$ cat config.mk
export PLATFORM = sky130hd
export DESIGN_NAME = pc_fetch_unit
export DESIGN_NICKNAME = d
export VERILOG_FILES = /design/src/rtl/pc_fetch_unit.sv
export SDC_FILE = /design/constraint.sdc
export NUM_CORES = 1
export LEC_CHECK = 0
export ABC_AREA = 1
export BUFFER_PORTS_ARGS = -buffer_cell sky130_fd_sc_hd__clkbuf_2
export CAP_MARGIN = 20
export CORE_MARGIN = 3
export CORE_UTILIZATION = 53
export DETAILED_ROUTE_END_ITERATION = 10
export PLACE_DENSITY = 0.83
export SLEW_MARGIN = 20
export SYNTH_ARGS = -nofsm -noshare
export SYNTH_HDL_FRONTEND = slang
export SYNTH_SLANG_ARGS = --single-unit
$ cat constraint.sdc
create_clock -name clk -period 2.18 [get_ports clk]
set_input_delay 0.327 -clock clk [delete_from_list [all_inputs] [get_ports clk]]
set_output_delay 0.327 -clock clk [all_outputs]
set_load 0.01 [all_outputs]
$ cat src/rtl/pc_fetch_unit.sv
// rtl/pc_fetch_unit.sv - PC register, instruction fetch handshake and FETCH/EXEC/HALT sequencer
module pc_fetch_unit #(
  parameter int unsigned     XLEN     = 32,
  parameter logic [XLEN-1:0] RESET_PC = 32'h00000000,
  parameter int unsigned     CNT_W    = 32
) (
  input  logic             clk,
  input  logic             rst,
  output logic             imem_req,
  output logic [XLEN-1:0]  imem_addr,
  input  logic             imem_rvalid,
  input  logic [31:0]      imem_rdata,
  output logic [31:0]      instr_o,
  output logic             instr_valid,
  output logic [XLEN-1:0]  pc_o,
  output logic [XLEN-1:0]  pc_plus4_o,
  input  logic [1:0]       PCSrc2,
  input  logic [XLEN-1:0]  ImmExt,
  input  logic [XLEN-1:0]  ALUResult,
  input  logic             stall,
  output logic             misalign_trap,
  output logic             halted,
  output logic [CNT_W-1:0] instret
);

  typedef enum logic [1:0] {
    S_FETCH = 2'd0,
    S_EXEC  = 2'd1,
    S_HALT  = 2'd2
  } state_t;

  localparam logic [31:0]      NOP      = 32'h00000013;
  localparam logic [XLEN-1:0]  FOUR     = XLEN'(4);
  localparam logic [XLEN-1:0]  LSB_MASK = ~XLEN'(1);
  localparam logic [CNT_W-1:0] CNT_ONE  = CNT_W'(1);

  state_t           state_q, state_d;
  logic [XLEN-1:0]  pc_q;
  logic [31:0]      instr_q;
  logic [CNT_W-1:0] instret_q;
  logic             trap_q;

  logic [XLEN-1:0]  next_pc;
  logic             load_instr;
  logic             commit;
  logic             set_trap;

  // Next-PC mux; jalr clears bit 0 so an odd rs1+imm is still a legal target
  always_comb begin
    next_pc = pc_q + FOUR;
    case (PCSrc2)
      2'b00:   next_pc = pc_q + FOUR;
      2'b01:   next_pc = pc_q + ImmExt;
      default: next_pc = ALUResult & LSB_MASK;
    endcase
  end

  // Sequencer next-state and register-update strobes
  always_comb begin
    state_d    = state_q;
    load_instr = 1'b0;
    commit     = 1'b0;
    set_trap   = 1'b0;
    case (state_q)
      S_FETCH: begin
        if (imem_rvalid) begin
          load_instr = 1'b1;
          state_d    = S_EXEC;
        end
      end
      S_EXEC: begin
        if (!stall) begin
          if (next_pc[1:0] == 2'b00) begin
            commit  = 1'b1;
            state_d = S_FETCH;
          end else begin
            set_trap = 1'b1;
            state_d  = S_HALT;
          end
        end
      end
      S_HALT:  state_d = S_HALT;
      default: state_d = S_FETCH;
    endcase
  end

  // State, PC, instruction register, retire counter and sticky trap
  always_ff @(posedge clk) begin
    if (rst) begin
      state_q   <= S_FETCH;
      pc_q      <= RESET_PC;
      instr_q   <= NOP;
      instret_q <= '0;
      trap_q    <= 1'b0;
    end else begin
      state_q <= state_d;
      if (load_instr) instr_q <= imem_rdata;
      if (commit) begin
        pc_q      <= next_pc;
        instret_q <= instret_q + CNT_ONE;
      end
      if (set_trap) trap_q <= 1'b1;
    end
  end

  assign imem_req      = (state_q == S_FETCH);
  assign instr_valid   = (state_q == S_EXEC);
  assign halted        = (state_q == S_HALT);
  assign imem_addr     = pc_q;
  assign pc_o          = pc_q;
  assign pc_plus4_o    = pc_q + FOUR;
  assign instr_o       = instr_q;
  assign instret       = instret_q;
  assign misalign_trap = trap_q;

endmodule

Word level (Yosys, flattened, before mapping)
Cells that the tools add are included.

Register bits: 99. Input bits: 102. Output and inout port bits: 164. Logic and storage cells: 30.

Add/sub/neg operators: 3. Equal/unequal tests: 5. Muxes and demuxes: 13. Reductions and logical operators: 4.

Operators with widths (number): 32-bit case mux with 2 select lines (1); 32-bit by 1-bit adder with 32-bit output (second input constant) (1); 32-bit by 3-bit adder with 32-bit output (second input constant) (1); 32-bit adder (1); 1-bit two-way mux (8); 2-bit logical NOT (3); 2-bit two-way mux (3); 2-bit case mux with 3 select lines (1); 2-bit by 1-bit == test with 1-bit output (second input constant) (2); 2-bit == test (second input constant) (1); 2-bit by 1-bit inequality test with 1-bit output (second input constant) (1); 2-bit inequality test (second input constant) (1); 2-bit AND reduction (1).

Depth between registers and ports, before layout
Word-level depth: 6. Depth in mapped cells: 12.

Least setup slack after synthesis
No wires, ideal clock.

Kind: register to register. From: register pc_q[0] (netlist: imem_addr[0]). To: register pc_q[20] (netlist: imem_addr[20]). Library setup time: 0.122 ns. Arrival: 1.963 ns. Data required time: 2.058 ns. Setup slack: 0.096 ns. Cell stages (with the launch flop): 12. Buffers on the path: 1. Period minus slack after synthesis: 2.084 ns. Cells stage by stage: dfxtp_1 -> ha_1 -> fa_1 -> o21ai_0 -> nand2_2 -> nor2_4 -> inv_2 -> buf_2 -> a21oi_1 -> o21ai_0 -> inv_1 -> a21oi_2.

Cells in the longest elaborated chain, start to end: 6.

RTL lines: start, declared (line 38) `logic [XLEN-1:0] pc_q;`; start signal, assigned (line 99) `pc_q <= next_pc;`; 32-bit adder / 32-bit by 3-bit adder with 32-bit output (equally long branches) (line 53, 52); 32-bit case mux with 2 select lines * (line 51) `case (PCSrc2)`; 2-bit logical NOT (line 73) `if (next_pc[1:0] == 2'b00) begin`; 1-bit two-way mux (line 73); 1-bit two-way mux (line 72) `if (!stall) begin`; 1-bit two-way mux (line 64) `case (state_q)`.

Mark *: on every way between the ends. The rest lies on a longest branch, timed or not. A chain may end at the register's enable or synchronous reset.

Worst setup path in the final report
From: register pc_q[15] (netlist: imem_addr[15]). To: output port pc_plus4_o[18].

Cells in the longest elaborated chain, start to end: 1.

RTL lines: 32-bit by 3-bit adder with 32-bit output (line 111) `assign pc_plus4_o = pc_q + FOUR;`; end, declared (line 16) `output logic [XLEN-1:0] pc_plus4_o,`.

Every way passes these cells.

==> flow_summary.yaml <==
route:
  vias_per_cell: 5.32
  drtPass1Iterations: 7
  vias: 10400
  drt_iter0_markers: 875
  antenna_left: 0
  wl_per_cell_um: 16.1
  drc: 0
  routed_wl_mm: 31.3
sta:
  setup_viol: 0
  rsz0062_at_grt: "true"
  finalCriticalPeriod_ns: 2.17
  max_freq_ghz: 0.461
  period_share: 0.994
  slew_headroom: 0.690
  drv_slew: 0
  worstMarginPinSlew_ns: 0.465
  finalHoldViolCount: 0
  skew_ns: 0.00943
power:
  p_clk_frac: 0.334
  vdd_drop_max_uv: 471
  p_int_w: 0.00366
  power_density_mw_per_mm2: 514
  netSwitchingFraction: 0.354
  pwr-share-comb: 0.297
  power.switching_w: 0.00200
  pwr-share-seq: 0.368
  p_leak_nw: 5.90
critical_path:
  crit_fanout: 4
  crit_type: "reg -> out"
  crit_slowest_cell: "dfxtp_2"
  slowest_delay_ns: 0.34
  cp-startpoint: "imem_addr[15]"
  rr_worst_depth: 10
  arrival_ns: 1.84
  rr_startpoint: "imem_addr[0]"
  end_kind: "output port"
  crit_chain: "buf_6, inv_1, nor3_4, nand2_2, nor2_2, xor2_2, clkbuf_2"
  r2r-end: "instret[9]"
  critPathRequiredTime_ns: 1.85
  critPathLaunchType: "register"
  r2r_slack_ns: 0.03
global_route:
  grt_pass1_vias: 9696
  antenna_found_initial: 0
  grtUsageTotal: 0.341
  grt_start_max_net_pins: 42
  grt_pass1_wl_mm: 48.2
  grt-ovfl-total: 0
clock_network:
  cts_hold_buffers: 0
  cts_tree: "yes"
  clkLatencyLatePin_ns: 0.35
  cts_num_sinks: 99
  clkSlewWorstSetupHoldPaths_ns: 0.08
  clock_path_buffers: 2
  ctsRootBufferMaster: "clkbuf_16"
  cts_made_buffers: 9
  htreeDepth: 3
yosys:
  yosys_warnings: 0
  synth.avg_cell_area_um2: 5.77
  netlist_area_mm2: 0.00830
  synth_area_leaders: "dfxtp_1 24%, nand2_1 20%, inv_1 9.7%"
  synth-seq-cells: 99
  syn_inst: 1437
  synth_fp_nets: 1573
  synth_top_cell_area_share: 0.239
  yosys.area.top_type: "dfxtp_1"
  ys_types: 40
  ys_seq_area_frac: 0.239
floorplanning:
  num_rows: 45
  coreArea_mm2: 0.0153
  fp.dieH_um: 131
  die_area_mm2: 0.0172
  start_util: 0.544
  ios: 266
  die_w_um: 131
final_layout:
  final_cell_count_no_fill: 1949
  area_delta_synth_final_pct: 33.0
  num_antenna_cells: 0
  drive_gt1_frac: 0.297
  final_util: 0.723
  finalNetCount: 1869
placed_design:
  portBuffers: 264
  place_congestion: 0.978
  place_hpwl_mm: 24.4
  dp_cells: 1909
min_path:
  min_path_type: "in -> reg"
  min_to: "instr_o[24]"
  whs_path_depth: 3
  worstHoldStart: "imem_rdata[24]"
flow_run:
  cap_viol_max_count: 0
run_status:
  status: "completed"
-- metrics by stage --
stage                     power, W  TNS (ns)  hold WS (ns)  setup WS [ns]  cell area [um^2]
after floorplan            0.00307         0         0.453         0.0956              8300
after global placement     0.00367   -0.0245         0.438       -0.00990              9960
after detailed placement   0.00370     -1.32         0.445        -0.0813              9960
after CTS                  0.00557   -0.0157         0.183        -0.0157             10500
after global routing       0.00593    -0.539         0.190        -0.0775             11000
final                      0.00567         0         0.184         0.0122             11000
-- worst max-delay path, delay by kind of cell (launching register included) --
family | cells | cell delay [ns]
simple gates | 3 | 0.53
flops | 1 | 0.34
xor+xnor | 1 | 0.23
buf+inv | 3 | 0.39
-- cells in the final DEF, fill, tap and decap left out, drive strengths merged --
cell type  count
a211oi         3
a21boi         8
a21o           1
a21oi         97
a22oi          2
a31oi          8
and2           5
and3           1
buf           97
bufinv         2
clkbuf       270
clkinv         1
dfxtp         99
fa             1
ha            33
inv          221
nand2        453
nand3         83
nand3b         4
nand4         14
nor2         173
nor3          32
nor3b          2
o21a           1
o21ai         87
o21bai         3
or2            6
xnor2          7
xor2          24
-- synthesized netlist by cell type (all sizes together) --
master and number:
clkbuf 24, nor2 173, a22oi 2, nand3b 4, o21a 1, a211oi 3, fa 1, buf 48
o21bai 3, xor2 24, nand2 453, and3 1, o21ai 87, ha 33, a31oi 8, inv 218
nand4 14, a21o 1, and2 5, nor3 32, a21oi 97, nor3b 2, a21boi 8, nand3 83
dfxtp 99, xnor2 7, or2 6
-- worst max path at each step --
| stage | end | slack [ns] | depth (start not counted) |
|---|---|---|---|
| finish | pc_plus4_o[18] | 0.01 | 7 |
| detailed placement | instret[22] | -0.08 | 10 |
| floorplan | imem_addr[20] | 0.1 | 11 |
| global route | instret[9] | -0.08 | 10 |
| global placement | instret[4] | -0.01 | 11 |
| CTS | pc_plus4_o[20] | -0.02 | 10 |
-- flip-flops by register name (all words and copies together), names as in the netlist --
name           flops
state_q            2
instret           32
misalign_trap      1
instr_o           32
imem_addr         32
-- final cells by class --
| type | instances | area [um^2] |
|---|---|---|
| Sequential cell | 99 | 2060 |
| Clock buffer | 10 | 239 |
| Inverter | 218 | 821 |
| Clock inverter | 6 | 105 |
| Tap cell | 211 | 264 |
| Multi-Input combinational cell | 1048 | 5440 |
| Timing Repair Buffer | 357 | 2110 |
| Fill cell | 1354 | 4220 |
-- metal layers --
| layer | global-route usage | wire length (um) |
|---|---|---|
| met3 | 0.0574 | 2600 |
| met1 | 0.424 | 12500 |
| met5 | 0 | 0 |
| met2 | 0.583 | 14900 |
| met4 | 0.150 | 1320 |
-- kinds of logic after synthesis --
group,synth area share
AO/OA/AOI/OAI,0.135
XOR/XNOR,0.0327
flip-flops,0.239
AND/OR/NAND/NOR,0.389
adder cells (fa/ha/maj),0.0522
buffers and inverters,0.153
-- power groups by stage --
stage / registers, W / logic, W / clock network [W]
floorplan: 0.00217 / 0.000896 / 0
global route: 0.00211 / 0.00186 / 0.00196
finish: 0.00209 / 0.00168 / 0.00190
detailed placement: 0.00212 / 0.00158 / 0
CTS: 0.00209 / 0.00160 / 0.00189
global placement: 0.00211 / 0.00156 / 0
-- what timing repair did --
action | CTS | global route
setup buffers | 5 | 19
gates resized for setup | 57 | 125
pin swaps | 5 | 27
setup endpoints to repair | 29 | 70
(Power assumes the default switching activity.)
